**config.mk**
```make
export PLATFORM = sky130hd
export DESIGN_NAME = keyed_pattern_fsm
export DESIGN_NICKNAME = d
export VERILOG_FILES = /design/src/rtl/keyed_pattern_fsm_pkg.sv /design/src/rtl/keyed_pattern_fsm_sat_counter.sv /design/src/rtl/keyed_pattern_fsm.sv
export SDC_FILE = /design/constraint.sdc
export NUM_CORES = 1
export LEC_CHECK = 0
export ABC_AREA = 1
export CAP_MARGIN = 15
export CELL_PAD_IN_SITES_DETAIL_PLACEMENT = 0
export CELL_PAD_IN_SITES_GLOBAL_PLACEMENT = 1
export CORE_ASPECT_RATIO = 2
export CORE_UTILIZATION = 32
export DETAILED_ROUTE_END_ITERATION = 16
export MAX_ROUTING_LAYER = met4
export PLACE_DENSITY = 0.72
export RECOVER_POWER = 50
export SETUP_SLACK_MARGIN = 0.02
export SKIP_LAST_GASP = 1
export SLEW_MARGIN = 20
export SYNTH_ARGS = -nofsm -noshare
export SYNTH_HDL_FRONTEND = slang
export SYNTH_SLANG_ARGS = --single-unit
export TNS_END_PERCENT = 50
```
**constraint.sdc**
```tcl
create_clock -name clk -period 1.7 [get_ports clk]
set_input_delay 0.255 -clock clk [delete_from_list [all_inputs] [get_ports clk]]
set_output_delay 0.255 -clock clk [all_outputs]
set_load 0.005 [all_outputs]
```
**src/rtl/keyed_pattern_fsm_pkg.sv**
```systemverilog
// Shared types and helpers for keyed_pattern_fsm: state kinds, pattern symbol
// extraction and elaboration-time parameter legality.
package keyed_pattern_fsm_pkg;

    localparam int MAX_PAT_W = 256;
    localparam int MAX_SYM_W = 32;

    typedef enum logic [1:0] {
        ST_IDLE  = 2'd0,
        ST_MAIN  = 2'd1,
        ST_DECOY = 2'd2
    } state_kind_e;

    function automatic logic [MAX_SYM_W-1:0] sym_at(input logic [MAX_PAT_W-1:0] pattern,
                                                    input int k, input int sym_w);
        logic [MAX_PAT_W-1:0] shifted;
        logic [MAX_PAT_W-1:0] mask;
        shifted = pattern >> (k * sym_w);
        mask    = ~({MAX_PAT_W{1'b1}} << sym_w);
        return MAX_SYM_W'(shifted & mask);
    endfunction

    function automatic bit params_legal(input int in_w, input int seq_len, input int key_w,
                                        input int lock_stage, input int trig_thresh,
                                        input int out_w);
        return (in_w >= 1) && (in_w <= MAX_SYM_W) && (seq_len >= 2) &&
               (seq_len * in_w <= MAX_PAT_W) && (key_w >= 1) &&
               (lock_stage >= 1) && (lock_stage <= seq_len - 1) &&
               (trig_thresh >= 1) && (out_w >= 1);
    endfunction

endpackage

```
**src/rtl/keyed_pattern_fsm_sat_counter.sv**
```systemverilog
// kpf_sat_counter: falling-edge saturating up-counter with synchronous clear,
// used for both the match count and the wrong-key diversion count.
module kpf_sat_counter #(
    parameter int            W     = 8,
    parameter logic [W-1:0]  LIMIT = {W{1'b1}}
) (
    input  logic         clk_i,
    input  logic         rst_ni,
    input  logic         clr_i,
    input  logic         inc_i,
    output logic [W-1:0] cnt_o
);
    logic [W-1:0] cnt_q;
    logic [W-1:0] cnt_d;

    // next count: clear wins, increments stop at LIMIT
    always_comb begin
        cnt_d = cnt_q;
        if (clr_i) begin
            cnt_d = '0;
        end else if (inc_i && (cnt_q < LIMIT)) begin
            cnt_d = cnt_q + W'(1);
        end else begin
            cnt_d = cnt_q;
        end
    end

    // count register
    always_ff @(negedge clk_i) begin
        if (!rst_ni) begin
            cnt_q <= '0;
        end else begin
            cnt_q <= cnt_d;
        end
    end

    assign cnt_o = cnt_q;
endmodule

```
**src/rtl/keyed_pattern_fsm.sv**
```systemverilog
// Key-locked pattern recognizer with decoy path and sticky wrong-key lockout.
// Optional KEYED_PATTERN_FSM_RELOCK_EN adds a relock input that clears lockout.
module keyed_pattern_fsm
    import keyed_pattern_fsm_pkg::*;
#(
    parameter int                     IN_W        = 5,
    parameter int                     SEQ_LEN     = 4,
    parameter logic [SEQ_LEN*IN_W-1:0] PATTERN    = {5'h08, 5'h1F, 5'h11, 5'h03},
    parameter int                     KEY_W       = 4,
    parameter logic [KEY_W-1:0]       KEY_VAL     = 4'hA,
    parameter int                     LOCK_STAGE  = 2,
    parameter int                     TRIG_THRESH = 5,
    parameter int                     OUT_W       = 8,
    localparam int                    STG_W       = $clog2(SEQ_LEN + 1)
) (
    input  logic             clk,
    input  logic             rst,
    input  logic             din_valid,
    input  logic [IN_W-1:0]  din,
    input  logic [KEY_W-1:0] keyinput,
`ifdef KEYED_PATTERN_FSM_RELOCK_EN
    input  logic             relock,
`endif
    output logic             match,
    output logic             err,
    output logic             lockout,
    output logic [OUT_W-1:0] match_cnt,
    output logic [STG_W-1:0] stage,
    output logic             in_decoy
);
    localparam int WC_W = $clog2(TRIG_THRESH + 1);

    if (!params_legal(IN_W, SEQ_LEN, KEY_W, LOCK_STAGE, TRIG_THRESH, OUT_W)) begin : g_param_err
        $fatal(1, "keyed_pattern_fsm: illegal parameter combination");
    end

    logic [IN_W-1:0] pat_sym [SEQ_LEN];
    for (genvar g = 0; g < SEQ_LEN; g++) begin : g_sym
        assign pat_sym[g] = IN_W'(sym_at(MAX_PAT_W'(PATTERN), g, IN_W));
    end

    state_kind_e      kind_q, kind_d;
    logic [STG_W-1:0] idx_q, idx_d;
    logic             match_q, match_d;
    logic             err_q, err_d;
    logic             lock_q, lock_d;
    logic             match_inc_s, wrong_inc_s, wrong_clr_s;
    logic [WC_W-1:0]  wrong_cnt_s;
    logic [IN_W-1:0]  cur_sym_s;
    logic             sym_hit_s, first_hit_s, key_ok_s, last_s, at_lock_s, thresh_s;

    // symbol expected at the current stage
    always_comb begin
        cur_sym_s = '0;
        for (int k = 0; k < SEQ_LEN; k++) begin
            cur_sym_s = cur_sym_s | ((idx_q == STG_W'(k)) ? pat_sym[k] : {IN_W{1'b0}});
        end
    end

    assign sym_hit_s   = (din == cur_sym_s);
    assign first_hit_s = (din == pat_sym[0]);
    assign key_ok_s    = (keyinput == KEY_VAL);
    assign last_s      = (idx_q == STG_W'(SEQ_LEN - 1));
    assign at_lock_s   = (idx_q == STG_W'(LOCK_STAGE));
    assign thresh_s    = (wrong_cnt_s == WC_W'(TRIG_THRESH - 1));

    // state register
    always_ff @(negedge clk) begin
        if (!rst) begin
            kind_q  <= ST_IDLE;
            idx_q   <= '0;
            match_q <= 1'b0;
            err_q   <= 1'b0;
            lock_q  <= 1'b0;
        end else begin
            kind_q  <= kind_d;
            idx_q   <= idx_d;
            match_q <= match_d;
            err_q   <= err_d;
            lock_q  <= lock_d;
        end
    end

    // next-state and pulse decode
    always_comb begin
        kind_d      = kind_q;
        idx_d       = idx_q;
        match_d     = 1'b0;
        err_d       = 1'b0;
        lock_d      = lock_q;
        match_inc_s = 1'b0;
        wrong_inc_s = 1'b0;
        wrong_clr_s = 1'b0;
        if (lock_q) begin
`ifdef KEYED_PATTERN_FSM_RELOCK_EN
            if (relock) begin
                lock_d      = 1'b0;
                wrong_clr_s = 1'b1;
                kind_d      = ST_IDLE;
                idx_d       = '0;
            end else if (din_valid) begin
                kind_d = ST_IDLE;
                idx_d  = '0;
            end else begin
                kind_d = kind_q;
            end
`else
            if (din_valid) begin
                kind_d = ST_IDLE;
                idx_d  = '0;
            end else begin
                kind_d = kind_q;
            end
`endif
        end else if (din_valid) begin
            case (kind_q)
                ST_IDLE: begin
                    if (first_hit_s) begin
                        kind_d = ST_MAIN;
                        idx_d  = STG_W'(1);
                    end else begin
                        kind_d = ST_IDLE;
                        idx_d  = '0;
                    end
                end
                ST_MAIN, ST_DECOY: begin
                    if (!sym_hit_s) begin
                        // only the first pattern symbol can restart a sequence
                        kind_d = first_hit_s ? ST_MAIN : ST_IDLE;
                        idx_d  = first_hit_s ? STG_W'(1) : STG_W'(0);
                    end else if ((kind_q == ST_MAIN) && at_lock_s && !key_ok_s) begin
                        wrong_inc_s = 1'b1;
                        if (thresh_s) begin
                            kind_d = ST_IDLE;
                            idx_d  = '0;
                            lock_d = 1'b1;
                        end else if (last_s) begin
                            kind_d = ST_IDLE;
                            idx_d  = '0;
                            err_d  = 1'b1;
                        end else begin
                            kind_d = ST_DECOY;
                            idx_d  = idx_q + STG_W'(1);
                        end
                    end else if (last_s) begin
                        kind_d      = ST_IDLE;
                        idx_d       = '0;
                        match_d     = (kind_q == ST_MAIN);
                        match_inc_s = (kind_q == ST_MAIN);
                        err_d       = (kind_q == ST_DECOY);
                    end else begin
                        kind_d = kind_q;
                        idx_d  = idx_q + STG_W'(1);
                    end
                end
                default: begin
                    kind_d = ST_IDLE;
                    idx_d  = '0;
                end
            endcase
        end else begin
            kind_d = kind_q;
        end
    end

    // outputs derived from the state register
    always_comb begin
        stage    = (kind_q == ST_IDLE) ? STG_W'(0) : idx_q;
        in_decoy = (kind_q == ST_DECOY);
    end

    assign match   = match_q;
    assign err     = err_q;
    assign lockout = lock_q;

    kpf_sat_counter #(.W(OUT_W), .LIMIT({OUT_W{1'b1}})) u_match_cnt (
        .clk_i  (clk),
        .rst_ni (rst),
        .clr_i  (1'b0),
        .inc_i  (match_inc_s),
        .cnt_o  (match_cnt)
    );

    kpf_sat_counter #(.W(WC_W), .LIMIT(WC_W'(TRIG_THRESH))) u_wrong_cnt (
        .clk_i  (clk),
        .rst_ni (rst),
        .clr_i  (wrong_clr_s),
        .inc_i  (wrong_inc_s),
        .cnt_o  (wrong_cnt_s)
    );
endmodule
```
==> impl_metrics.csv <==
group,metric,value,unit
timing,slew_headroom,80.0,%
critical_path,worstPathArrival,1.93,ns
clock_network,clkTransAtPathRegs,0.03,ns
clock_network,hold_buffers,0,
min_path,min_path_type,"flop to flop",
clock_network,htreeDepth,1,
floorplanning,ios,27,
detailed_routing,post_drt_wl_per_cell,12.0,um
clock_network,clock_latency,0.34,ns
detailed_routing,drt_iter0_markers,24,
clock_network,cts_num_sinks,19,
synthesis,synth_flop_cell,"dfxtp_1",
synthesis,ys_warn_count,0,
detailed_routing,ant_nets,0,
timing,rsz0062_at_grt,"yes",
synthesis,ys_seq_area_share,28.0,%
synthesis,synth_edf_count,0,
synthesis,yosys.cell_types.count,27,
cells_and_area,fillCellCount,413,
place,dp_hpwl,3.31,mm
timing,setup_slack,-0.483,ns
critical_path,cp-start-kind,"flop",
timing,drv_slew,0,
global_routing,grt_pass1_vias,1587,
global_routing,grt-busiest-layer,"met2",
cells_and_area,antennaDiodeCount,0,
detailed_routing,routed_wl,4.16,mm
synthesis,synth_seq_cells,19,
power,fin_total_pwr,1.07,mW
outcome,status,"complete, but fails checks",
global_routing,met2_usage,41.0,%
timing,clock_skew,0.0135,ns
cells_and_area,syn2layout_area_growth,73.8,%
power,leakage,1.27,nW
global_routing,grt_pass1_wl,6.40,mm
synthesis,synth_compound_area_share,6.91,%
synthesis,synth_top_family_by_area,"simple AND/OR/NAND/NOR gates",
place,pre_cts_slack,-1.08,ns
floorplanning,initial_core_util,33.2,%
floorplanning,die_x,48.1,um
synthesis,synthSimpleGateAreaFrac,44.4,%
outcome,violations,"setup timing",
synthesis,netlist_area,1360,um2
global_routing,grtUsageMet3,5.19,%
min_path,hold_depth,2,
detailed_routing,vias,1573,
floorplanning,fp.dieArea,4530,um2
synthesis,synthAdderAreaFrac,10.1,%
power,peakVddDrop,543,uV
synthesis,synthMuxAreaShare,0,%
floorplanning,die_h,94.2,um
critical_path,worstSetupEndpointType,"output port",
critical_path,ff2ff_path_depth,15,
synthesis,synth_area_per_cell,6.69,um2
timing,tightestPinTransition,0.299,ns
timing,setup_viol,34,
global_routing,grtUsageTotal,21.0,%
global_routing,antenna_found_initial,0,
critical_path,cp_data_required_time,1.44,ns
detailed_routing,drc,0,
synthesis,syn-instance-count,203,
global_routing,grt_start_max_net_pins,12,
critical_path,path_max_fanout,4,
global_routing,grt-ovfl-total,0,
timing,hold_viol_final,0,
synthesis,synth-async-reset-ratio,0,%
cells_and_area,fin_nets,320,
floorplanning,core_area,4090,um2
synthesis,syn-num-nets,226,
detailed_routing,drt_pass1_iterations,3,
synthesis,synth_xor_area_share,0,%
global_routing,met1_usage,13.9,%
clock_network,clockBufferDepth,2,
job,cap_violations,0,
critical_path,critPathKind,"flop to output port",
clock_network,cts_tree,"built",
detailed_routing,routed_via_density,4.52,
power,power.density,454,nW/um2
clock_network,root_buffer,"clkbuf_8",
cells_and_area,drive_gt1_share,44.3,%
floorplanning,num_rows,33,
clock_network,cts-buffers-inserted,3,
place,gp_congestion,0.778,
place,port_buffers,26,
[layout by cell type, fill, tap and decap left out, types with 6 or more instances in the layout]
cell type / n
inv_2: 6
nand2_2: 17
dfxtp_1: 15
buf_6: 11
inv_1: 48
nand2_1: 31
dlygate4sd2_1: 11
a21oi_1: 7
buf_4: 43
nand4_1: 6
nand3_1: 7
nor2_1: 25
nor2_4: 8
nand3_2: 10
[per-stage QoR]
stage	area [um2]	utilization [%]	hold WS [ns]	std cells	TNS (ns)
3_3_place_gp	2020	49.5	0.515	320	-23.66
3_5_place_dp	2020	49.5	0.516	320	-23.75
5_1_grt	2360	57.8	0.575	348	-11.18
2_1_floorplan	1400	-	0.446	203	-6.55
4_1_cts	2280	55.7	0.525	347	-10.57
6_report	2360	57.8	0.525	348	-8.94
[cell type report]
cell class | count | area, um2 | share of cell area (%)
flip-flops and latches | 19 | 385 | 16.3
clock inverters | 20 | 75.1 | 3.18
well taps | 52 | 65.1 | 2.76
inverters | 36 | 143 | 6.04
multi-input cells | 146 | 1050 | 44.4
clock buffers | 3 | 41.3 | 1.75
repair buffers | 72 | 603 | 25.5
[path summary, 6_finish.rpt]
| check | startpoint | slack (ns) | to |
|---|---|---|---|
| worst max-delay path | kind_q[0]$_SDFFE_NN0P_ | -0.48 | stage[2] |
| worst min-delay path | u_wrong_cnt.cnt_o[0]$_SDFFE_NN0P_ | 0.52 | u_wrong_cnt.cnt_o[0]$_SDFFE_NN0P_ |
| worst max register to register | idx_q[1]$_SDFFE_NN0P_ | -0.21 | idx_q[0]$_SDFFE_NN0P_ |
| worst min register to register | u_wrong_cnt.cnt_o[0]$_SDFFE_NN0P_ | 0.52 | u_wrong_cnt.cnt_o[0]$_SDFFE_NN0P_ |
[where the power goes]
group	internal, mW	switching [mW]
Combinational	0.0734	0.0696
Sequential	0.451	0.00106
Clock	0.219	0.257
Total	0.744	0.328
[routing by layer]
layer	share of wire, %	wire (um)
met5	0	0
met4	3.7	153
met3	1.7	69
met2	62	2590
met1	32	1350
[synthesized netlist by cell type (2+ instances only)]
library cell	instances	share of area, %
nor2_4	4	3.3
nand2_4	3	2.5
dfxtp_1	19	28
nor3_1	3	1.1
nor2_2	3	1.4
o21ai_0	3	1.1
inv_1	35	9.7
a21oi_1	7	2.6
nor2_1	29	8.0
inv_2	2	0.55
nand4_1	6	2.8
nand2_1	49	14
nand3_1	16	5.9
ha_1	11	10
[what timing repair did]
item / 4_1_cts / 5_1_grt
pin swaps: 40 / 34
hold endpoints to repair: 0 / 0
setup buffers: 6 / 1
endpoints found under the setup margin: 34 / 34
gates resized for setup: 110 / 27
[sequential cells by signal (all words and copies together) (netlist names)]
| register | cells |
|---|---|
| kind_q | 2 |
| idx_q | 3 |
| match | 1 |
| u_wrong_cnt.cnt_o | 3 |
| lockout | 1 |
| err | 1 |
| u_match_cnt.cnt_o | 8 |
[logic make-up (layout without fill, tap and decap cells)]
logic type | Yosys count | count (layout)
flip-flops | 19 | 19
AND/OR/NAND/NOR | 120 | 120
adder cells (fa/ha/maj) | 11 | 11
buffers and inverters | 38 | 131
AO/OA/AOI/OAI | 15 | 15
[critical path, stage by stage (launching register included)]
cell	delay [ns]
dfxtp_2	0.32
inv_2	0.05
ha_4	0.17
nor2_1	0.09
buf_2	0.12
(Power assumes the default switching activity.)
